===== src/rtl/lsu_pkg.sv =====
`default_nettype none
// +----------------------------------------------------------------------+
// | lsu_pkg : shared encodings for the memory-stage load/store unit       |
// | rev 1.0                                                               |
// +----------------------------------------------------------------------+
package lsu_pkg;

  localparam logic [2:0] F3_B  = 3'b000;
  localparam logic [2:0] F3_H  = 3'b001;
  localparam logic [2:0] F3_W  = 3'b010;
  localparam logic [2:0] F3_BU = 3'b100;
  localparam logic [2:0] F3_HU = 3'b101;

  typedef enum logic [1:0] {
    IDLE = 2'd0,
    REQ  = 2'd1,
    DONE = 2'd2
  } lsu_state_t;

  function automatic int cnt_width(input int cycles);
    return $clog2(cycles);
  endfunction

endpackage
`default_nettype wire


===== src/rtl/lsu_align.sv =====
`default_nettype none
// +----------------------------------------------------------------------+
// | lsu_align : store lane replication/byte enables and load extraction   |
// | rev 1.0                                                               |
// +----------------------------------------------------------------------+
module lsu_align
  import lsu_pkg::*;
(
  input  logic [2:0]  st_funct3,
  input  logic [1:0]  st_off,
  input  logic [31:0] store_data,
  output logic [3:0]  st_be,
  output logic [31:0] st_wdata,
  input  logic [2:0]  ld_funct3,
  input  logic [1:0]  ld_off,
  input  logic [31:0] rdata,
  output logic [31:0] ld_data
);

  logic [7:0]  w_byte;
  logic [15:0] w_half;

  always_comb begin
    st_be    = 4'b1111;
    st_wdata = store_data;
    case (st_funct3)
      F3_B: begin
        st_be    = 4'b0001 << st_off;
        st_wdata = {4{store_data[7:0]}};
      end
      F3_H: begin
        st_be    = st_off[1] ? 4'b1100 : 4'b0011;
        st_wdata = {2{store_data[15:0]}};
      end
      default: ;
    endcase
  end

  always_comb begin
    w_byte  = rdata[{ld_off, 3'b000} +: 8];
    w_half  = ld_off[1] ? rdata[31:16] : rdata[15:0];
    ld_data = rdata;
    case (ld_funct3)
      F3_B:    ld_data = {{24{w_byte[7]}}, w_byte};
      F3_BU:   ld_data = {24'd0, w_byte};
      F3_H:    ld_data = {{16{w_half[15]}}, w_half};
      F3_HU:   ld_data = {16'd0, w_half};
      default: ;
    endcase
  end

endmodule
`default_nettype wire


===== src/rtl/mem_stage_lsu.sv =====
`default_nettype none
// +----------------------------------------------------------------------+
// | mem_stage_lsu : MEM-stage load/store unit, req/ack bus with timeout   |
// | rev 1.0                                                               |
// +----------------------------------------------------------------------+
module mem_stage_lsu
  import lsu_pkg::*;
#(
  parameter int TIMEOUT_CYCLES = 16
) (
  input  logic        clk,
  input  logic        reset,
  input  logic        mem_read,
  input  logic        mem_write,
  input  logic [2:0]  funct3,
  input  logic [31:0] addr,
  input  logic [31:0] store_data,
  output logic        stall,
  output logic [31:0] load_data,
  output logic        load_valid,
  output logic        fault,
  output logic        bus_err,
  output logic        bus_req,
  output logic        bus_we,
  output logic [31:0] bus_addr,
  output logic [3:0]  bus_be,
  output logic [31:0] bus_wdata,
  input  logic [31:0] bus_rdata,
  input  logic        bus_ack
);

  localparam int                 c_cnt_w    = cnt_width(TIMEOUT_CYCLES);
  localparam logic [c_cnt_w-1:0] c_cnt_last = c_cnt_w'(TIMEOUT_CYCLES - 1);

  lsu_state_t         r_state, w_next;
  logic [c_cnt_w-1:0] r_cnt;
  logic               r_is_load;
  logic [2:0]         r_f3;
  logic [1:0]         r_off;
  logic               w_access, w_illegal, w_misaligned, w_go;
  logic               w_ack, w_timeout, w_stall;
  logic [3:0]         w_st_be;
  logic [31:0]        w_st_wdata, w_ld_fmt;

  lsu_align u_align (
    .st_funct3  (funct3),
    .st_off     (addr[1:0]),
    .store_data (store_data),
    .st_be      (w_st_be),
    .st_wdata   (w_st_wdata),
    .ld_funct3  (r_f3),
    .ld_off     (r_off),
    .rdata      (bus_rdata),
    .ld_data    (w_ld_fmt)
  );

  always_comb begin
    w_access  = mem_read | mem_write;
    w_illegal = mem_read & mem_write;
    if (mem_read && (funct3 == 3'b011 || funct3 == 3'b110 || funct3 == 3'b111))
      w_illegal = 1'b1;
    if (mem_write && (funct3 > F3_W))
      w_illegal = 1'b1;
    w_misaligned = ((funct3[1:0] == 2'b01) & addr[0]) |
                   ((funct3[1:0] == 2'b10) & (addr[1:0] != 2'b00));
    w_go      = w_access & ~w_illegal & ~w_misaligned;
    w_ack     = bus_ack & bus_req;
    w_timeout = (r_cnt == c_cnt_last);
  end

  always_ff @(posedge clk or posedge reset) begin
    if (reset) r_state <= IDLE;
    else       r_state <= w_next;
  end

  always_comb begin
    w_next  = r_state;
    w_stall = 1'b0;
    case (r_state)
      IDLE: begin
        w_stall = w_go;
        if (w_go) w_next = REQ;
      end
      REQ: begin
        w_stall = 1'b1;
        if (w_ack || w_timeout) w_next = DONE;
      end
      DONE:    w_next = IDLE;
      default: w_next = IDLE;
    endcase
  end

  // Reset forces stall low combinationally so the pipeline is not held while reset is asserted
  assign stall = w_stall & ~reset;

  always_ff @(posedge clk or posedge reset) begin
    if (reset) begin
      bus_req    <= 1'b0;
      bus_we     <= 1'b0;
      bus_addr   <= 32'd0;
      bus_be     <= 4'd0;
      bus_wdata  <= 32'd0;
      load_data  <= 32'd0;
      load_valid <= 1'b0;
      fault      <= 1'b0;
      bus_err    <= 1'b0;
      r_cnt      <= '0;
      r_is_load  <= 1'b0;
      r_f3       <= 3'd0;
      r_off      <= 2'd0;
    end else begin
      load_valid <= 1'b0;
      fault      <= 1'b0;
      bus_err    <= 1'b0;
      case (r_state)
        IDLE: begin
          fault <= w_access & ~w_go;
          if (w_go) begin
            bus_req   <= 1'b1;
            bus_we    <= mem_write;
            bus_addr  <= {addr[31:2], 2'b00};
            bus_be    <= mem_write ? w_st_be : 4'b1111;
            bus_wdata <= w_st_wdata;
            r_is_load <= mem_read;
            r_f3      <= funct3;
            r_off     <= addr[1:0];
            r_cnt     <= '0;
          end
        end
        REQ: begin
          // An ack in the timeout cycle takes priority over the abort
          if (w_ack) begin
            bus_req <= 1'b0;
            r_cnt   <= '0;
            if (r_is_load) begin
              load_data  <= w_ld_fmt;
              load_valid <= 1'b1;
            end
          end else if (w_timeout) begin
            bus_req   <= 1'b0;
            r_cnt     <= '0;
            load_data <= 32'd0;
            bus_err   <= 1'b1;
          end else begin
            r_cnt <= r_cnt + c_cnt_w'(1);
          end
        end
        default: ;
      endcase
    end
  end

endmodule
`default_nettype wire


===== config.mk =====
export PLATFORM = sky130hd
export DESIGN_NAME = mem_stage_lsu
export DESIGN_NICKNAME = d
export VERILOG_FILES = /design/src/rtl/lsu_pkg.sv /design/src/rtl/lsu_align.sv /design/src/rtl/mem_stage_lsu.sv
export SDC_FILE = /design/constraint.sdc
export NUM_CORES = 1
export LEC_CHECK = 0
export ABC_CLOCK_PERIOD_IN_PS = 4100
export CAP_MARGIN = 25
export CORE_ASPECT_RATIO = 1.1
export CORE_UTILIZATION = 40
export CTS_CLUSTER_SIZE = 10
export DETAILED_ROUTE_END_ITERATION = 16
export PLACE_DENSITY = 0.81
export REMOVE_ABC_BUFFERS = 1
export SYNTH_ARGS = -nofsm -noshare
export SYNTH_HDL_FRONTEND = slang
export SYNTH_SLANG_ARGS = --single-unit

===== constraint.sdc =====
create_clock -name clk -period 4.1 [get_ports clk]
set_input_delay 0.82 -clock clk [delete_from_list [all_inputs] [get_ports clk]]
set_output_delay 0.82 -clock clk [all_outputs]
set_load 0.01 [all_outputs]

==> qor.yml <==
status: "finished, final reports clean"
synth_top_area_share_pct: 50.98
cts_buffer_depth: 2
grt_pass1_wl_um: 24050
cts_post_setup_buffers_inserted: 0
diodes: 0
yosys-top-cells-count: "dfrtp_1, mux2_2, a21oi_1"
period_share_pct: 92.17
viasPerCell: 5.289
antenna_found_initial: 0
die_area_um2: 14590
use_met2_pct: 37.49
grtUsageTotal_pct: 21.59
ys_ff_latch: 115
hp-class: "flop to flop"
swShare_pct: 30.57
fillers: 1067
wirelength_um: 15110
first_pass_iters: 4
worstMarginPinSlew_ns: 0.9724
yosysUniqueCellTypes: 64
cts_root_buffer: "clkbuf_16"
grt_max_degree: 68
drc: 0
cts_tree: "done"
cp_data_required_time_ns: 3.28
async_reset_ff_share_pct: 100.0
seqPwrFrac_pct: 32.8
worstPathMaxFanout: 7
clkSinkCount: 115
synth_mux_area_share_pct: 20.50
combPwrFrac_pct: 41.0
power.total_uw: 6196
clock_latency_ns: 0.41
met1_usage_pct: 23.82
yosysTopAreaCell: "dfrtp_1"
syn_inst: 455
p_per_area_nw_per_um2: 726.6
synth_fa_ha_area_share_pct: 0.2216
setup_tns_ns: 0
drive_gt1_share_pct: 19.76
io_buffers: 207
path_class: "input port to output port"
dp_hpwl_um: 10940
synth_compound_gate_area_share_pct: 14.61
clk_pin_slew_ns: 0.05
netlist_area_um2: 5645
grt.met3_usage_pct: 7.071
synthFlopType: "dfrtp_1"
synth_xor_area_share_pct: 0.1551
hold_violations: 0
p_clk_share_pct: 26.2
initial_core_util_pct: 40.93
vias: 4554
rsz0062_at_grt: "no"
gp_congestion: 0.8642
clock_skew_ns: 0.005944
area_growth_pct: 51.06
maxSlewViolCount: 0
avgSynthCellArea_um2: 12.41
final_nets: 765
ir_worst_vdd_v: 0.0004023
drt_iter0_markers: 231
crit_path_end_kind: "output port"
arrival_ns: 2.96
avgRoutedWirePerCell_um: 17.54
relSlewSlack_pct: 35.18
cts_resized: 0
intPower_uw: 4302
synth_top_family_by_area: "multiplexers"
worst_setup_path_start_kind: "input port"
synthSimpleGateAreaFrac_pct: 8.998
power.leakage_uw: 0.003613
grt_busiest_layer: "met2"
grt_overflow_total: 0
post-route-util_pct: 61.82
cts_hold_buf: 0
setup_viol: 0
htreeDepth: 4
yosysMostFrequentCell: "dfrtp_1"
numCtsBuffers: 17
fmax_mhz: 264.6
fp.dieH_um: 126.6
fin_crit_ns: 3.779
antenna_left: 0
ios: 210
coreArea_um2: 13790
synth_area_leaders: "dfrtp_1, mux2_2, mux2_1"
netSwitchingPower_uw: 1895
die_x_um: 115.3
grt_pass1_vias: 4854
fp-row-count: 45
maxCapViolations: 0
ys_seq_area_share_pct: 50.98
synth_edf_count: 0
yosys_warnings: 0
-- per-layer routing --
layer | share of wire, % | vias to the layer above
li1 | - | 2108
met1 | 38 | 2229
met2 | 52 | 190
met3 | 7.9 | 27
met4 | 2.0 | 0
met5 | 0 | -
-- path summary, 6_finish.rpt --
path / cells past startpoint / startpoint / slack [ns] / end
worst max-delay path: 6 / mem_write / 0.32 / stall
worst min-delay path: 1 / bus_wdata[24]$_DFFE_PP0P_ / 0.48 / bus_wdata[24]$_DFFE_PP0P_
worst max register to register: 5 / r_state[1]$_DFFE_PP0P_ / 1.80 / bus_addr[8]$_DFFE_PP0P_
worst min register to register: 1 / bus_wdata[24]$_DFFE_PP0P_ / 0.48 / bus_wdata[24]$_DFFE_PP0P_
max in group asynchronous: 4 / reset / 1.80 / bus_addr[8]$_DFFE_PP0P_
min in group asynchronous: 3 / reset / 0.99 / bus_be[1]$_DFFE_PP0P_
-- power groups by stage --
stage | registers (uW) | logic, uW | clock network (uW)
after floorplan | 2250 | 928 | 0
after global placement | 2020 | 2490 | 0
after detailed placement | 2050 | 2540 | 0
after CTS | 2040 | 2560 | 1650
after global routing | 2110 | 2720 | 1710
final | 2040 | 2540 | 1620
-- layout by cell type (no fill, tap or decap), drive strengths merged, types with 2 or more instances in the layout --
cell type | netlist | final
a2111oi | 2 | 2
a211o | 7 | 7
a211oi | 2 | 2
a21oi | 22 | 22
a221o | 24 | 24
a22o | 2 | 2
a22oi | 2 | 2
a2bb2oi | 6 | 6
and2 | 4 | 4
and3b | 7 | 7
buf | 17 | 10
bufinv | 0 | 5
clkbuf | 15 | 22
clkdlybuf4s50 | 0 | 207
clkinv | 0 | 4
conb | 1 | 2
dfrtp | 115 | 115
inv | 16 | 16
mux2 | 84 | 84
mux2i | 14 | 14
mux4 | 3 | 3
nand2 | 18 | 18
nand2b | 5 | 5
nand3 | 7 | 7
nor2 | 15 | 15
nor2b | 10 | 10
nor3 | 6 | 6
nor4 | 2 | 2
nor4b | 2 | 2
o21ai | 16 | 16
o22a | 2 | 2
o22ai | 3 | 3
o2bb2ai | 3 | 3
o31ai | 5 | 5
or2 | 3 | 3
-- cell type report --
class / count / area [um2] / share of cell area (%)
clock buffer: 22 / 474.2 / 5.560
clock inverter: 10 / 177.7 / 2.083
inverter: 16 / 62.56 / 0.7336
multi-input combinational: 293 / 2521 / 29.56
sequential: 115 / 2878 / 33.74
tap: 188 / 235.2 / 2.758
timing repair buffer: 217 / 2180 / 25.56
-- cell families after synthesis --
family                     after synthesis
AOI/OAI and AO/OA                      103
xor gates and xnor gates                 1
adders and majority gates                1
buffers and inverters                   48
DFF                                    115
muxes                                  101
other                                    1
and+or+nand+nor                         85
-- stage by stage --
stage	std cells	hold slack, ns	setup slack [ns]	cell area (um2)
6_report	861	0.4843	0.3211	8528
3_5_place_dp	828	0.4751	0.3337	7849
2_1_floorplan	424	0.4963	-0.3672	5456
5_1_grt	861	0.5088	0.2204	8528
3_3_place_gp	828	0.4689	0.4214	7849
4_1_cts	860	0.4869	0.3283	8501
-- worst max-delay path: stages --
cell	delay, ns
clkdlybuf4s50_1	0.60
nor3b_1	0.37
a22oi_2	0.20
a22oi_1	0.27
o211a_1	0.18
clkdlybuf4s50_1	0.53
-- sequential cells by signal, summed over array words and instances, names as in the netlist, 2 cells and up --
name / cells
bus_addr: 30
bus_be: 4
bus_wdata: 32
load_data: 32
r_cnt: 4
r_f3: 3
r_off: 2
r_state: 2
Power figures use the tool's default switching activity.
